$ cat config.mk
export PLATFORM = sky130hd
export DESIGN_NAME = add_tree_acc_flat
export DESIGN_NICKNAME = d
export VERILOG_FILES = /design/src/rtl/add_tree_acc_if.sv /design/src/rtl/add_tree_acc.sv /design/src/flat_wrapper.sv
export SDC_FILE = /design/constraint.sdc
export NUM_CORES = 1
export LEC_CHECK = 0
export ABC_AREA = 1
export BUFFER_PORTS_ARGS = -buffer_cell sky130_fd_sc_hd__buf_4
export CAP_MARGIN = 20
export CORE_MARGIN = 5
export CORE_UTILIZATION = 55
export CTS_CLUSTER_DIAMETER = 200
export DETAILED_ROUTE_END_ITERATION = 10
export PLACE_DENSITY = 0.78
export SLEW_MARGIN = 15
export SYNTH_ARGS = -nofsm -noshare
export SYNTH_HDL_FRONTEND = slang
export SYNTH_SLANG_ARGS = --single-unit
$ cat constraint.sdc
create_clock -name clk -period 3.15 [get_ports clk]
set_input_delay 0.1575 -clock clk [delete_from_list [all_inputs] [get_ports clk]]
set_output_delay 0.1575 -clock clk [all_outputs]
set_load 0.05 [all_outputs]
$ cat src/rtl/add_tree_acc_if.sv
// Operand/result bus of the adder-tree accumulator.
// The master drives operands and beat flags; the slave returns the saturated result.
interface add_tree_acc_if #(
    parameter int unsigned OP_CNT   = 8,
    parameter int unsigned DATA_WDT = 16
);
    logic [OP_CNT*DATA_WDT-1:0] in_ops;
    logic [OP_CNT-1:0]          in_op_msk;
    logic                       in_val;
    logic                       in_acc_en;
    logic                       in_last;
    logic [DATA_WDT-1:0]        out_res;
    logic                       out_val;
    logic                       out_sat;

    modport master (
        output in_ops, in_op_msk, in_val, in_acc_en, in_last,
        input  out_res, out_val, out_sat
    );

    modport slave (
        input  in_ops, in_op_msk, in_val, in_acc_en, in_last,
        output out_res, out_val, out_sat
    );
endinterface

$ cat src/rtl/add_tree_acc.sv
// Pipelined masked adder tree with an output-saturating accumulator.
// Each tree level is one register stage; the accumulator/output register follows the last level.
module add_tree_acc #(
    parameter int unsigned OP_CNT        = 8,
    parameter int unsigned DATA_WDT      = 16,
    parameter int unsigned ACC_GUARD_WDT = 8
) (
    input  logic          clk,
    input  logic          rst_n,
    input  logic          clk_en,
    add_tree_acc_if.slave bus
);
    localparam int unsigned LVL = (OP_CNT > 1) ? $clog2(OP_CNT) : 0;
    localparam int unsigned TW  = DATA_WDT + LVL;
    localparam int unsigned AW  = TW + ACC_GUARD_WDT;
    localparam int unsigned AW1 = AW + 1;

    localparam logic signed [AW-1:0] A_MAX = {1'b0, {(AW-1){1'b1}}};
    localparam logic signed [AW-1:0] A_MIN = {1'b1, {(AW-1){1'b0}}};
    localparam logic signed [AW-1:0] D_MAX = AW'({1'b0, {(DATA_WDT-1){1'b1}}});
    localparam logic signed [AW-1:0] D_MIN = ~D_MAX;

    // Element count of tree level k (level 0 = raw operands).
    function automatic int lvl_cnt(input int k);
        int c;
        c = int'(OP_CNT);
        for (int j = 0; j < k; j++) c = (c + 1) / 2;
        return c;
    endfunction

    function automatic int clamp_idx(input int j);
        return (j < int'(OP_CNT)) ? j : int'(OP_CNT) - 1;
    endfunction

    // Masking happens before level 1; masked operands enter as zero.
    logic signed [TW-1:0] op_c [OP_CNT];
    always_comb begin
        for (int i = 0; i < int'(OP_CNT); i++) begin
            op_c[i] = bus.in_op_msk[i] ? TW'($signed(bus.in_ops[i*DATA_WDT +: DATA_WDT])) : '0;
        end
    end

    logic [2:0]           ctl_in_c;
    logic [2:0]           sctl_c;
    logic signed [TW-1:0] sum_c;

    assign ctl_in_c = {bus.in_val, bus.in_acc_en, bus.in_last};

    generate
        if (LVL == 0) begin : g_flat
            assign sum_c  = op_c[0];
            assign sctl_c = ctl_in_c;
        end else begin : g_tree
            logic signed [TW-1:0] node_q [LVL][OP_CNT];
            logic signed [TW-1:0] src_c  [LVL][OP_CNT];
            logic [2:0]           ctl_q  [LVL];

            always_comb begin
                for (int i = 0; i < int'(OP_CNT); i++) begin
                    src_c[0][i] = op_c[i];
                    for (int k = 1; k < int'(LVL); k++) src_c[k][i] = node_q[k-1][i];
                end
            end

            // Pair adjacent elements; an odd trailing element passes through to stay aligned.
            always_ff @(posedge clk or negedge rst_n) begin
                if (!rst_n) begin
                    for (int k = 0; k < int'(LVL); k++) begin
                        ctl_q[k] <= '0;
                        for (int i = 0; i < int'(OP_CNT); i++) node_q[k][i] <= '0;
                    end
                end else if (clk_en) begin
                    for (int k = 0; k < int'(LVL); k++) begin
                        for (int i = 0; i < int'(OP_CNT); i++) begin
                            if (2*i + 1 < lvl_cnt(k))
                                node_q[k][i] <= src_c[k][clamp_idx(2*i)] + src_c[k][clamp_idx(2*i+1)];
                            else if (2*i < lvl_cnt(k))
                                node_q[k][i] <= src_c[k][clamp_idx(2*i)];
                            else
                                node_q[k][i] <= '0;
                        end
                    end
                    ctl_q[0] <= ctl_in_c;
                    for (int k = 1; k < int'(LVL); k++) ctl_q[k] <= ctl_q[k-1];
                end
            end

            assign sum_c  = node_q[LVL-1][0];
            assign sctl_c = ctl_q[LVL-1];
        end
    endgenerate

    typedef enum logic {IDLE, GROUP} state_t;

    state_t               state_q, state_d;
    logic signed [AW-1:0] acc_q, acc_d;
    logic                 grp_sat_q, grp_sat_d;
    logic [DATA_WDT-1:0]  res_q, res_d;
    logic                 val_q, val_d;
    logic                 sat_q, sat_d;

    logic signed [AW-1:0] sum_ext;
    logic signed [AW:0]   wide;
    logic                 ovf;
    logic signed [AW-1:0] acc_nxt;
    logic signed [AW-1:0] result;
    logic                 close;
    logic                 close_sat;

    // Accumulator FSM and output saturation.
    always_comb begin
        state_d   = state_q;
        acc_d     = acc_q;
        grp_sat_d = grp_sat_q;
        res_d     = res_q;
        val_d     = 1'b0;
        sat_d     = sat_q;
        close     = 1'b0;
        close_sat = 1'b0;

        sum_ext = AW'(sum_c);
        wide    = AW1'(acc_q) + AW1'(sum_ext);
        ovf     = wide[AW] != wide[AW-1];
        acc_nxt = ovf ? (wide[AW] ? A_MIN : A_MAX) : wide[AW-1:0];
        result  = sum_ext;

        if (sctl_c[2]) begin
            if (!sctl_c[1]) begin
                close = 1'b1;
            end else if (!sctl_c[0]) begin
                if (state_q == IDLE) begin
                    acc_d     = sum_ext;
                    grp_sat_d = 1'b0;
                end else begin
                    acc_d     = acc_nxt;
                    grp_sat_d = grp_sat_q | ovf;
                end
                state_d = GROUP;
            end else begin
                close = 1'b1;
                if (state_q == GROUP) begin
                    result    = acc_nxt;
                    close_sat = grp_sat_q | ovf;
                end
                acc_d     = '0;
                grp_sat_d = 1'b0;
                state_d   = IDLE;
            end
        end

        if (close) begin
            val_d = 1'b1;
            if (result > D_MAX) begin
                res_d = DATA_WDT'(D_MAX);
                sat_d = 1'b1;
            end else if (result < D_MIN) begin
                res_d = DATA_WDT'(D_MIN);
                sat_d = 1'b1;
            end else begin
                res_d = DATA_WDT'(result);
                sat_d = close_sat;
            end
        end
    end

    always_ff @(posedge clk or negedge rst_n) begin
        if (!rst_n) begin
            state_q   <= IDLE;
            acc_q     <= '0;
            grp_sat_q <= 1'b0;
            res_q     <= '0;
            val_q     <= 1'b0;
            sat_q     <= 1'b0;
        end else if (clk_en) begin
            state_q   <= state_d;
            acc_q     <= acc_d;
            grp_sat_q <= grp_sat_d;
            res_q     <= res_d;
            val_q     <= val_d;
            sat_q     <= sat_d;
        end
    end

    assign bus.out_res = res_q;
    assign bus.out_val = val_q;
    assign bus.out_sat = sat_q;
endmodule

$ cat src/flat_wrapper.sv
// flat-port wrapper written by rule: the top's interface ports become plain ports
module add_tree_acc_flat 
#(
    parameter int unsigned OP_CNT        = 8,
    parameter int unsigned DATA_WDT      = 16,
    parameter int unsigned ACC_GUARD_WDT = 8
)
  (clk, rst_n, clk_en, bus_in_ops, bus_in_op_msk, bus_in_val, bus_in_acc_en, bus_in_last, bus_out_res, bus_out_val, bus_out_sat);
  add_tree_acc_if #(.OP_CNT(OP_CNT), .DATA_WDT(DATA_WDT)) bus_i ();
  input  logic clk;
  input  logic rst_n;
  input  logic clk_en;
  input wire logic [$bits(bus_i.in_ops)-1:0] bus_in_ops;
  input wire logic [$bits(bus_i.in_op_msk)-1:0] bus_in_op_msk;
  input wire logic [$bits(bus_i.in_val)-1:0] bus_in_val;
  input wire logic [$bits(bus_i.in_acc_en)-1:0] bus_in_acc_en;
  input wire logic [$bits(bus_i.in_last)-1:0] bus_in_last;
  output wire logic [$bits(bus_i.out_res)-1:0] bus_out_res;
  output wire logic [$bits(bus_i.out_val)-1:0] bus_out_val;
  output wire logic [$bits(bus_i.out_sat)-1:0] bus_out_sat;
  assign bus_i.in_ops = bus_in_ops;
  assign bus_i.in_op_msk = bus_in_op_msk;
  assign bus_i.in_val = bus_in_val;
  assign bus_i.in_acc_en = bus_in_acc_en;
  assign bus_i.in_last = bus_in_last;
  assign bus_out_res = bus_i.out_res;
  assign bus_out_val = bus_i.out_val;
  assign bus_out_sat = bus_i.out_sat;
  add_tree_acc #(.OP_CNT(OP_CNT), .DATA_WDT(DATA_WDT), .ACC_GUARD_WDT(ACC_GUARD_WDT)) u_core (.clk(clk), .rst_n(rst_n), .clk_en(clk_en), .bus(bus_i));
endmodule
==> qor.txt, run 1 <==
Status = finished, violations left
Failing checks = setup timing
Cells after synthesis = 2200
Max cap viols = 0
Peak supply drop = 0.604 mV
Starting Density = 55.7%
Seq cells post-synth = 189
Clock Tree Buf Depth = 2
Fmax = 316 MHz
CTS Root Buffer Type = clkbuf_16
Max-slew violations = 0
Area grow syn2layout = 23.4%
Count of different cell masters after synthesis = 50
Std-Cell Rows = 61
Crit-path max FO = 7
Syn nets = 2495
Die area = 31600 sq um
Routed vias = 15200
Pre-CTS WS = -0.246 ns
Top Family by Delay on Critical Path = simple AND/OR/NAND/NOR gates
Hold Fails Final Rpt = 0
Hold Crit Depth = 6
Lkg Pwr = 10.5 nW
Cell area power density = 849 nW/um^2
DR top layer = met4
Total Power = 16.2 mW
Worst path slowest cell = dfrtp_2
# diodes = 0
Clk_lat worst skew = 0.44 ns
Commonest non-fill, non-tap cell in the layout = nand2_1
Min Tclk post-route = 3.17 ns
Arrival @ worst endpoint = 3.51 ns
Post-synth EDFFs = 0
Initial antenna violation count = 0
TritonCTS clock tree = done
Mean Syn Cell Area = 7.04 sq um
Drt drc = 0
WL final = 42100 microns
Clk slew on worst S/H paths = 0.08 ns
CTS buffer count = 17
Fillcell total = 2366
Routed wire per std cell = 14.8 microns
Setup violators final = 9
Worst-margin pin slew = 0.963 ns
Clock Skew = 0.0155 ns
Fraction of registers with async set/reset = 100%
M1 wire length = 17600 microns
Path depth of the worst reg2reg path = 23
Via/cell ratio = 5.36
Worst rel slew slack = 35.8%
TNS Setup = -0.117 ns
Die width = 178 microns
Final core utilization = 68.8%
Most common cell on crit path = nand2_1
Post-synthesis sequential area ratio = 30.5%
Nets = 2743
GR Overflow Total = 0
Levels on crit path = 23
Core footprint = 27800 sq um
TritonRoute pass-1 iters = 6
Layout cell share with drive strength beyond 1 = 19.6%
Slowest stage delay, CP = 0.46 ns
YS warnings = 0
Routed met3 length = 1910 microns
RePlAce Congestion = 0.937
Vias in the first global route = 14800
Initial drt markers = 888
Tcrit/Tclk final = 101%
CP Launch Type = flop
Mapped cell area = 15500 sq um
# IOs = 160
First-pass GRT wire length = 69100 microns
Critical path start-end classification = flop to flop
Tot GR Track Use = 26.5%
Crit. End Element = flop
Hold/Removal Path Class = input pin to flop
Final worst slack = -0.0193 ns
Port Buffer Count = 159
Leading cell types in the layout, fill and taps excluded = 595 x nand2_1, 308 x inv_1, 278 x buf_4
H-tree Lvls = 4
Synth Flop Type = dfrtp_1
Antenna Nets Post-Route = 0
Clock sinks = 189
Critical Path RT = 3.49 ns
Cell Chain, Critical Path = buf_12 > ha_4 > nand2_2 > nor2_1 > nand2_2 > inv_2 > a21oi_4 > buf_4 > nand3_1 > nand2_2 > nand2_4 > nand4_1 > nand2_1 > nand2_1 > nand2_1 > nand2_1 > inv_1 > nand2_1 > nor2_1 > nand2_2 > a21oi_4 > clkbuf_16 > a21oi_2
Crit path buf inv count = 5
Routed wl met2 = 20800 microns
Largest net degree at the start of global routing = 99
RSZ-0062 raised after global routing = true
Post-DP HPWL = 32200 microns
Die Ht = 178 microns
==> cell usage after synthesis (4+ instances only) <==
library cell  instances  share of area, %
a211oi_1              7              0.34
a21boi_0              8              0.39
a21o_1               12              0.58
a21oi_1             136               4.4
a21oi_2              14              0.79
a31o_2                4              0.23
a31oi_1              14              0.57
and2_1                5              0.20
clkbuf_1             61               1.5
dfrtp_1             189                31
fa_1                  8               1.0
ha_1                145                12
inv_1               311               7.5
inv_2                 6              0.15
nand2_1             627                15
nand2_2              18              0.73
nand2_4               4              0.29
nand3_1              76               2.5
nand3_2               9              0.58
nand4_1              10              0.40
nor2_1              101               2.4
nor2_2                6              0.24
nor3_1               11              0.36
o21ai_0             239               7.7
o21bai_1             21               1.0
o22ai_1               4              0.16
o31ai_1               9              0.44
or2_2                 9              0.36
xnor2_1              51               2.9
xor2_1               52               2.9
==> per-stage QoR <==
step | hold WS (ns) | cell area, sq um | cells
final | 0.117 | 19100 | 2839
after global routing | 0.150 | 19100 | 2839
after CTS | 0.116 | 18800 | 2827
after detailed placement | 0.343 | 17800 | 2787
after global placement | 0.331 | 17800 | 2787
after floorplan | -0.138 | 15500 | 2200
==> logic make-up (layout without fill, tap and decap cells) <==
logic type                 Yosys count  in the layout  share of synthesized area (%)
xor gates and xnor gates           103            103                           5.82
AOI/OAI and AO/OA                  484            484                           17.6
buffers and inverters              386            646                           9.61
adders and majority gates          153            153                           12.7
and+or+nand+nor                    885            886                           23.7
DFF                                189            189                           30.5
==> registers in the layout, summed over array words and instances (netlist names) <==
signal	flops
u_core.g_tree.node_q	114
u_core.bus.out_res	16
u_core.bus.out_val	1
u_core.acc_q	27
u_core.sctl_c	3
u_core.state_q	1
u_core.grp_sat_q	1
u_core.bus.out_sat	1
u_core.g_tree.ctl_q	6
u_core.sum_c	19
==> routing by layer <==
| metal | vias to the layer above | GRT usage, % |
|---|---|---|
| met2 | 410 | 46.8 |
| met4 | 0 | 10.9 |
| met3 | 105 | 3.83 |
| met5 | - | 0 |
| li1 | 7617 | - |
| met1 | 7094 | 32.5 |
==> tightest hold or removal path: stages <==
cell,delay (ns)
buf_4,0.07
nand2_1,0.04
inv_1,0.05
ha_1,0.11
nand2_1,0.04
nand2_1,0.05
==> final timing paths <==
kind / from / slack, ns / endpoint
max: u_core.sum_c[18] / -0.02 / u_core.bus.out_res[11]
max reg2reg: u_core.sum_c[18] / -0.02 / u_core.bus.out_res[11]
max in group asynchronous: rst_n / 1.93 / u_core.g_tree.node_q[447]
min in group asynchronous: rst_n / 0.37 / u_core.acc_q[22]
min reg2reg: u_core.g_tree.node_q[399] / 0.49 / u_core.g_tree.node_q[399]
min: bus_in_ops[0] / 0.12 / u_core.g_tree.node_q[437]
==> repair_timing <==
item | in CTS | in global routing
hold buffers | 4 | 0
buffers inserted | 4 | 9
pin swaps | 6 | 31
resized for setup | 41 | 74
gates cloned | 0 | 3
endpoints found under the setup margin | 16 | 19
hold endpoints to repair | 93 | 0
==> cell type report <==
| cell class | count | area, sq um | area share, % |
|---|---|---|---|
| clock buffer | 18 | 439 | 2.30 |
| clock inverter | 14 | 165 | 0.864 |
| inverter | 319 | 1200 | 6.29 |
| multi-input combinational | 1626 | 9760 | 51.0 |
| sequential | 189 | 4730 | 24.7 |
| tap | 378 | 473 | 2.47 |
| timing repair buffer | 295 | 2350 | 12.3 |
==> power by group <==
part	total [mW]	internal, mW	switching, mW
logic	10.2	4.39	5.86
registers	3.80	3.14	0.652
clock network	2.18	1.09	1.09
No activity file was read; power rests on OpenSTA's default activity.
==> run 2, diff against run 1 <==
--- a/config.mk
+++ b/config.mk
@@ -7,12 +7,11 @@
 export LEC_CHECK = 0
 export ABC_AREA = 1
 export BUFFER_PORTS_ARGS = -buffer_cell sky130_fd_sc_hd__buf_4
-export CAP_MARGIN = 20
 export CORE_MARGIN = 5
-export CORE_UTILIZATION = 55
+export CORE_UTILIZATION = 54
 export CTS_CLUSTER_DIAMETER = 200
 export DETAILED_ROUTE_END_ITERATION = 10
-export PLACE_DENSITY = 0.78
+export PLACE_DENSITY = 0.77
 export SLEW_MARGIN = 15
 export SYNTH_ARGS = -nofsm -noshare
 export SYNTH_HDL_FRONTEND = slang
==> constraint.sdc (replaced) <==
create_clock -name clk -period 3.15 [get_ports clk]
set_input_delay 0.4725 -clock clk [delete_from_list [all_inputs] [get_ports clk]]
set_output_delay 0.4725 -clock clk [all_outputs]
set_load 0.05 [all_outputs]
==> run 2 against run 1 <==
Against the previous run: sequential power about the same; highest routed layer unchanged; critical path depth decreased by 6; the run still ends with setup timing left; count of clock-buffer cells in the layout increased by 1; sequential cell count unchanged; global-route usage increased by 0.20 points; non-clock buffer count increased by 37; combinational power increased by 5%.
==> qor.txt, run 2 (synthesis gave the netlist of run 1 again) <==
Status = finished, violations left
Failing checks = setup timing
Path depth of the worst reg2reg path = 17
Clock Tree Buf Depth = 2
Slowest stage delay, CP = 0.36 ns
WL final = 43100 microns
Commonest non-fill, non-tap cell in the layout = nand2_1
Cell Chain, Critical Path = ha_2 > inv_2 > fa_2 > buf_6 > nand3b_1 > nand3_2 > nand2_4 > nand3_2 > nand2_4 > a21oi_4 > buf_4 > a21oi_1 > a31o_2 > o21ai_1 > buf_4 > nand2_2 > a21oi_2
Clk slew on worst S/H paths = 0.09 ns
Routed met3 length = 1910 microns
M1 wire length = 17900 microns
Leading cell types in the layout, fill and taps excluded = 615 x nand2_1, 319 x buf_4, 307 x inv_1
Arrival @ worst endpoint = 3.58 ns
Tot GR Track Use = 26.7%
Critical path start-end classification = flop to flop
TritonCTS clock tree = done
CTS Root Buffer Type = clkbuf_16
Core footprint = 28500 sq um
Fmax = 313 MHz
Max FFs per register = 114
# diodes = 0
TNS Setup = -0.201 ns
Clock Skew = 0.0194 ns
RSZ-0062 raised after global routing = true
Hold Buf Count CTS = 0
Max-slew violations = 0
DR top layer = met4
R2r setup slk = -0.05 ns
Worst-margin pin slew = 0.867 ns
Antenna Nets Post-Route = 0
Die width = 179 microns
Hold Fails Final Rpt = 0
Vias in the first global route = 14900
Final core utilization = 67.8%
Largest net degree at the start of global routing = 130
Via/cell ratio = 5.29
Critical Path RT = 3.53 ns
Routed vias = 15200
Port Buffer Count = 159
Max cap viols = 0
GR Overflow Total = 0
Initial antenna violation count = 0
Worst path slowest cell = dfrtp_1
First-pass GRT wire length = 70000 microns
# IOs = 160
Min Tclk post-route = 3.20 ns
Crit. End Element = flop
TritonRoute pass-1 iters = 5
Area grow syn2layout = 24.9%
RePlAce Congestion = 0.939
Routed wl met2 = 21200 microns
Clk_lat worst skew = 0.45 ns
CP Launch Type = flop
Largest Register = u_core.g_tree.node_q
Final worst slack = -0.0494 ns
Initial drt markers = 866
Std-Cell Rows = 62
Die Ht = 179 microns
Peak supply drop = 0.569 mV
Launch point of the worst reg-to-reg path = u_core.acc_q[0]
Hold/Removal Path Class = input pin to async pin
Worst rel slew slack = 42.2%
Post-DP HPWL = 33200 microns
Nets = 2781
CTS buffer count = 17
Reg-to-reg endpoint = u_core.bus.out_res[6]
Tcrit/Tclk final = 102%
Clock sinks = 189
Die area = 32200 sq um
H-tree Lvls = 4
Routed wire per std cell = 15.0 microns
Layout cell share with drive strength beyond 1 = 20.2%
Setup violators final = 10
Cell area power density = 863 nW/um^2
Drt drc = 0
Starting Density = 54.3%
Crit-path max FO = 14
Lkg Pwr = 10.6 nW
## run 2: how the worst max path moves through the flow
stage / from / end / slack (ns)
after CTS: u_core.sum_c[0] / u_core.bus.out_res[3] / -0.06
final: u_core.acc_q[0] / u_core.bus.out_res[6] / -0.05
after global routing: u_core.sum_c[0] / u_core.bus.out_res[10] / -0.23
after global placement: bus_in_op_msk[1] / u_core.g_tree.node_q[453] / -0.22
after detailed placement: bus_in_op_msk[1] / u_core.g_tree.node_q[455] / -0.31
after floorplan: bus_in_op_msk[7] / u_core.g_tree.node_q[394] / 0.05
## run 2: report_power, final
part	leakage, nW	total (mW)	switching, mW	internal, mW
Clock	0.292	2.20	1.09	1.11
Combinational	8.01	10.7	5.98	4.72
Sequential	2.32	3.78	0.640	3.14
Total	10.6	16.7	7.71	8.97
## run 2: routing by layer
layer,vias up,GRT usage (%)
li1,7706,-
met1,7022,32.5
met2,412,46.9
met3,108,3.50
met4,0,13.0
met5,-,0
## run 2: cell type report
class / instances / area, sq um
clock inverters: 13 / 143
multi-input cells: 1627 / 9740
repair buffers: 332 / 2600
clock buffers: 19 / 453
well taps: 384 / 480
inverters: 319 / 1200
flip-flops and latches: 189 / 4730
fillers: 2461 / 9200
## run 2: worst max-delay path: cells and delay by family (launching register included)
| kind | cells | cell delay, ns |
|---|---|---|
| AOI/OAI and AO/OA | 5 | 0.97 |
| adders and majority gates | 2 | 0.54 |
| buffers and inverters | 4 | 0.62 |
| DFF | 1 | 0.36 |
| and+or+nand+nor | 6 | 0.64 |
## run 2: through the flow
| stage | setup slack [ns] | area [sq um] | power, mW | hold WS [ns] | cells |
|---|---|---|---|---|---|
| floorplan | 0.0505 | 15500 | 9.59 | 0.177 | 2200 |
| global placement | -0.218 | 18100 | 13.1 | 0.463 | 2827 |
| detailed placement | -0.312 | 18100 | 13.2 | 0.469 | 2827 |
| CTS | -0.0559 | 19000 | 16.0 | 0.134 | 2873 |
| global route | -0.229 | 19300 | 17.9 | 0.174 | 2883 |
| finish | -0.0494 | 19300 | 16.7 | 0.0442 | 2883 |
## run 2: timing repair
action,in CTS,in global routing
resized for setup,48,56
setup endpoints to repair,17,23
setup buffers,13,8
cloned,1,2
pin swaps,24,23
hold endpoints to repair,0,0
==> run 3, diff against run 2 <==
--- a/config.mk
+++ b/config.mk
@@ -7,11 +7,14 @@
 export LEC_CHECK = 0
 export ABC_AREA = 1
 export BUFFER_PORTS_ARGS = -buffer_cell sky130_fd_sc_hd__buf_4
+export CELL_PAD_IN_SITES_DETAIL_PLACEMENT = 2
+export CELL_PAD_IN_SITES_GLOBAL_PLACEMENT = 2
 export CORE_MARGIN = 5
-export CORE_UTILIZATION = 54
+export CORE_UTILIZATION = 31
 export CTS_CLUSTER_DIAMETER = 200
 export DETAILED_ROUTE_END_ITERATION = 10
-export PLACE_DENSITY = 0.77
+export MAX_ROUTING_LAYER = met4
+export PLACE_DENSITY_LB_ADDON = 0.1
 export SLEW_MARGIN = 15
 export SYNTH_ARGS = -nofsm -noshare
 export SYNTH_HDL_FRONTEND = slang
==> run 3 against run 2 <==
Against the previous run: the run still ends with setup timing left; via count grew 4.1%; global-route usage shrank 5.1 points; critical path depth grew 5; die area grew 70%; wire length grew 35%; critical endpoint is now u_core.bus.out_res[12]; highest routed layer unchanged.
==> qor.txt, run 3 (synthesis gave the netlist of run 1 again) <==
Setup violators final = 16
Antenna Nets Post-Route = 0
Critical path start-end classification = flop to flop
Tot GR Track Use = 21.6%
Via/cell ratio = 4.92
Clock Skew = 0.0110 ns
Internal = 9.41 mW
Die area = 54500 sq um
Critical Path RT = 3.58 ns
Area grow syn2layout = 31.0%
Core footprint = 49800 sq um
Layout cell share with drive strength beyond 1 = 23.3%
Hold Crit Depth = 3
Hold/Removal Path Class = input pin to flop
Max FFs per register = 114
Clk_lat worst skew = 0.49 ns
Hold Fails Final Rpt = 0
Std-Cell Rows = 82
Routed wire per std cell = 18.0 microns
Cell Chain, Critical Path = ha_2 > inv_2 > fa_2 > buf_6 > nand3b_1 > nand3_4 > nand2_4 > nand3_4 > nand2_4 > a21oi_4 > clkbuf_16 > nand2_2 > nand3_2 > nand2_2 > inv_2 > nand2_1 > nor3_2 > nand3_2 > nand2_4 > clkbuf_16 > nand2_2 > a21oi_2
Nets = 2833
Starting Density = 31.1%
# diodes = 0
Routed vias = 15900
Post-DP HPWL = 46400 microns
RePlAce Congestion = 0.841
Failing checks = setup timing
Clk pwr share = 12.2%
WL final = 58000 microns
Die width = 234 microns
H-tree Lvls = 4
# IOs = 160
Reg power frac = 21.4%
Max cap viols = 0
GR Overflow Total = 0
Largest net degree at the start of global routing = 86
Cell area power density = 883 nW/um^2
Final worst slack = -0.247 ns
Path depth of the worst reg2reg path = 22
Initial antenna violation count = 3
TritonCTS clock tree = done
TNS Setup = -3.46 ns
CTS Root Buffer Type = clkbuf_16
Max-slew violations = 0
Crit-path max FO = 8
RSZ-0062 raised after global routing = true
Leading cell types in the layout, fill and taps excluded = 590 x nand2_1, 369 x buf_4, 308 x inv_1
Total Power = 17.9 mW
Commonest non-fill, non-tap cell in the layout = nand2_1
Worst-margin pin slew = 0.630 ns
CTS buffer count = 17
Die Ht = 234 microns
Clock Tree Buf Depth = 2
Sw Pwr = 8.50 mW
Status = finished, violations left
DP Cell Count = 3169
Clk slew on worst S/H paths = 0.08 ns
Fmax = 294 MHz
Lkg Pwr = 11.0 nW
Worst path slowest cell = fa_2
Switching share of power = 47.5%
TritonRoute pass-1 iters = 4
Port Buffer Count = 159
Peak supply drop = 0.476 mV
Initial drt markers = 550
Worst rel slew slack = 58.0%
Vias in the first global route = 17600
Combinational cell fraction of total power = 66.4%
Largest Register = u_core.g_tree.node_q
Pre-CTS WS = -0.445 ns
Clock sinks = 189
Drt drc = 0
Tcrit/Tclk final = 108%
Crit. End Element = flop
Min Tclk post-route = 3.40 ns
First-pass GRT wire length = 91300 microns
Slowest stage delay, CP = 0.41 ns
CP Launch Type = flop
Arrival @ worst endpoint = 3.83 ns
Final Instance Count excl. Fillers = 3222
-- run 3: cell count changes in the layout (fill, tap and decap cells not counted), moves of 4 or more --
| cell | delta |
|---|---|
| nor2_1 | -4 |
| nand2_1 | -25 |
| nand3_1 | -5 |
| inv_8 | -6 |
| a21oi_1 | -4 |
| nand2_4 | +10 |
| nand3_2 | +4 |
| buf_4 | +50 |
| nand2_2 | +16 |
-- run 3: path summary, 6_finish.rpt --
check                                          start                   endpoint  slack [ns]
min in group asynchronous                      rst_n            u_core.sum_c[8]        0.55
min                                      bus_in_last     u_core.g_tree.ctl_q[6]        0.20
max reg2reg                          u_core.sum_c[0]     u_core.bus.out_res[12]       -0.25
min reg2reg                u_core.g_tree.node_q[282]  u_core.g_tree.node_q[282]        0.49
max                                  u_core.sum_c[0]     u_core.bus.out_res[12]       -0.25
max in group asynchronous                      rst_n     u_core.g_tree.ctl_q[8]        1.72
-- run 3: power groups by stage --
stage / Combinational [mW] / Sequential, mW / Clock (mW)
finish: 11.9 / 3.83 / 2.18
global route: 13.0 / 3.91 / 2.33
CTS: 11.5 / 3.81 / 2.25
detailed placement: 10.5 / 3.78 / 0
global placement: 10.1 / 3.76 / 0
floorplan: 5.68 / 3.91 / 0
-- run 3: per-stage QoR --
stage               hold slack (ns)  util [%]  area [sq um]
floorplan                     0.177         -         15500
global placement              0.462      37.9         18800
detailed placement            0.472      37.9         18800
CTS                           0.170      40.2         20000
global route                  0.198      40.8         20300
finish                        0.200      40.8         20300
-- run 3: area by class of cell --
cell class | count | area [sq um]
clock buffer | 20 | 447
clock inverter | 11 | 106
fill | 5906 | 29500
inverter | 319 | 1200
multi-input combinational | 1626 | 9920
sequential | 189 | 4730
tap | 672 | 841
timing repair buffer | 385 | 3040
-- run 3: what timing repair did --
| item | 4_1_cts | 5_1_grt |
|---|---|---|
| pin swaps | 18 | 45 |
| buffers inserted | 14 | 6 |
| gates cloned | 2 | 2 |
| gates resized for setup | 88 | 68 |
| setup endpoints to repair | 18 | 27 |
| endpoints found under the hold margin | 15 | 0 |
| hold buffers | 1 | 0 |
-- run 3: worst max-delay path, delay by kind of cell, from the launching register on --
family | cells | cell delay (ns)
buffers and inverters | 5 | 0.62
adders and majority gates | 2 | 0.61
DFF | 1 | 0.37
and+or+nand+nor | 13 | 1.40
AOI/OAI and AO/OA | 2 | 0.33
-- run 3: metal layers --
layer | wire length, microns | track usage (%) | vias to the layer above | part of all wire (%)
met1 | 24800 | 25.0 | 7889 | 43
li1 | - | - | 7773 | -
met4 | 1060 | 5.56 | 0 | 1.8
met3 | 1160 | 2.44 | 51 | 2.0
met5 | 0 | - | - | 0
met2 | 31000 | 40.0 | 153 | 53
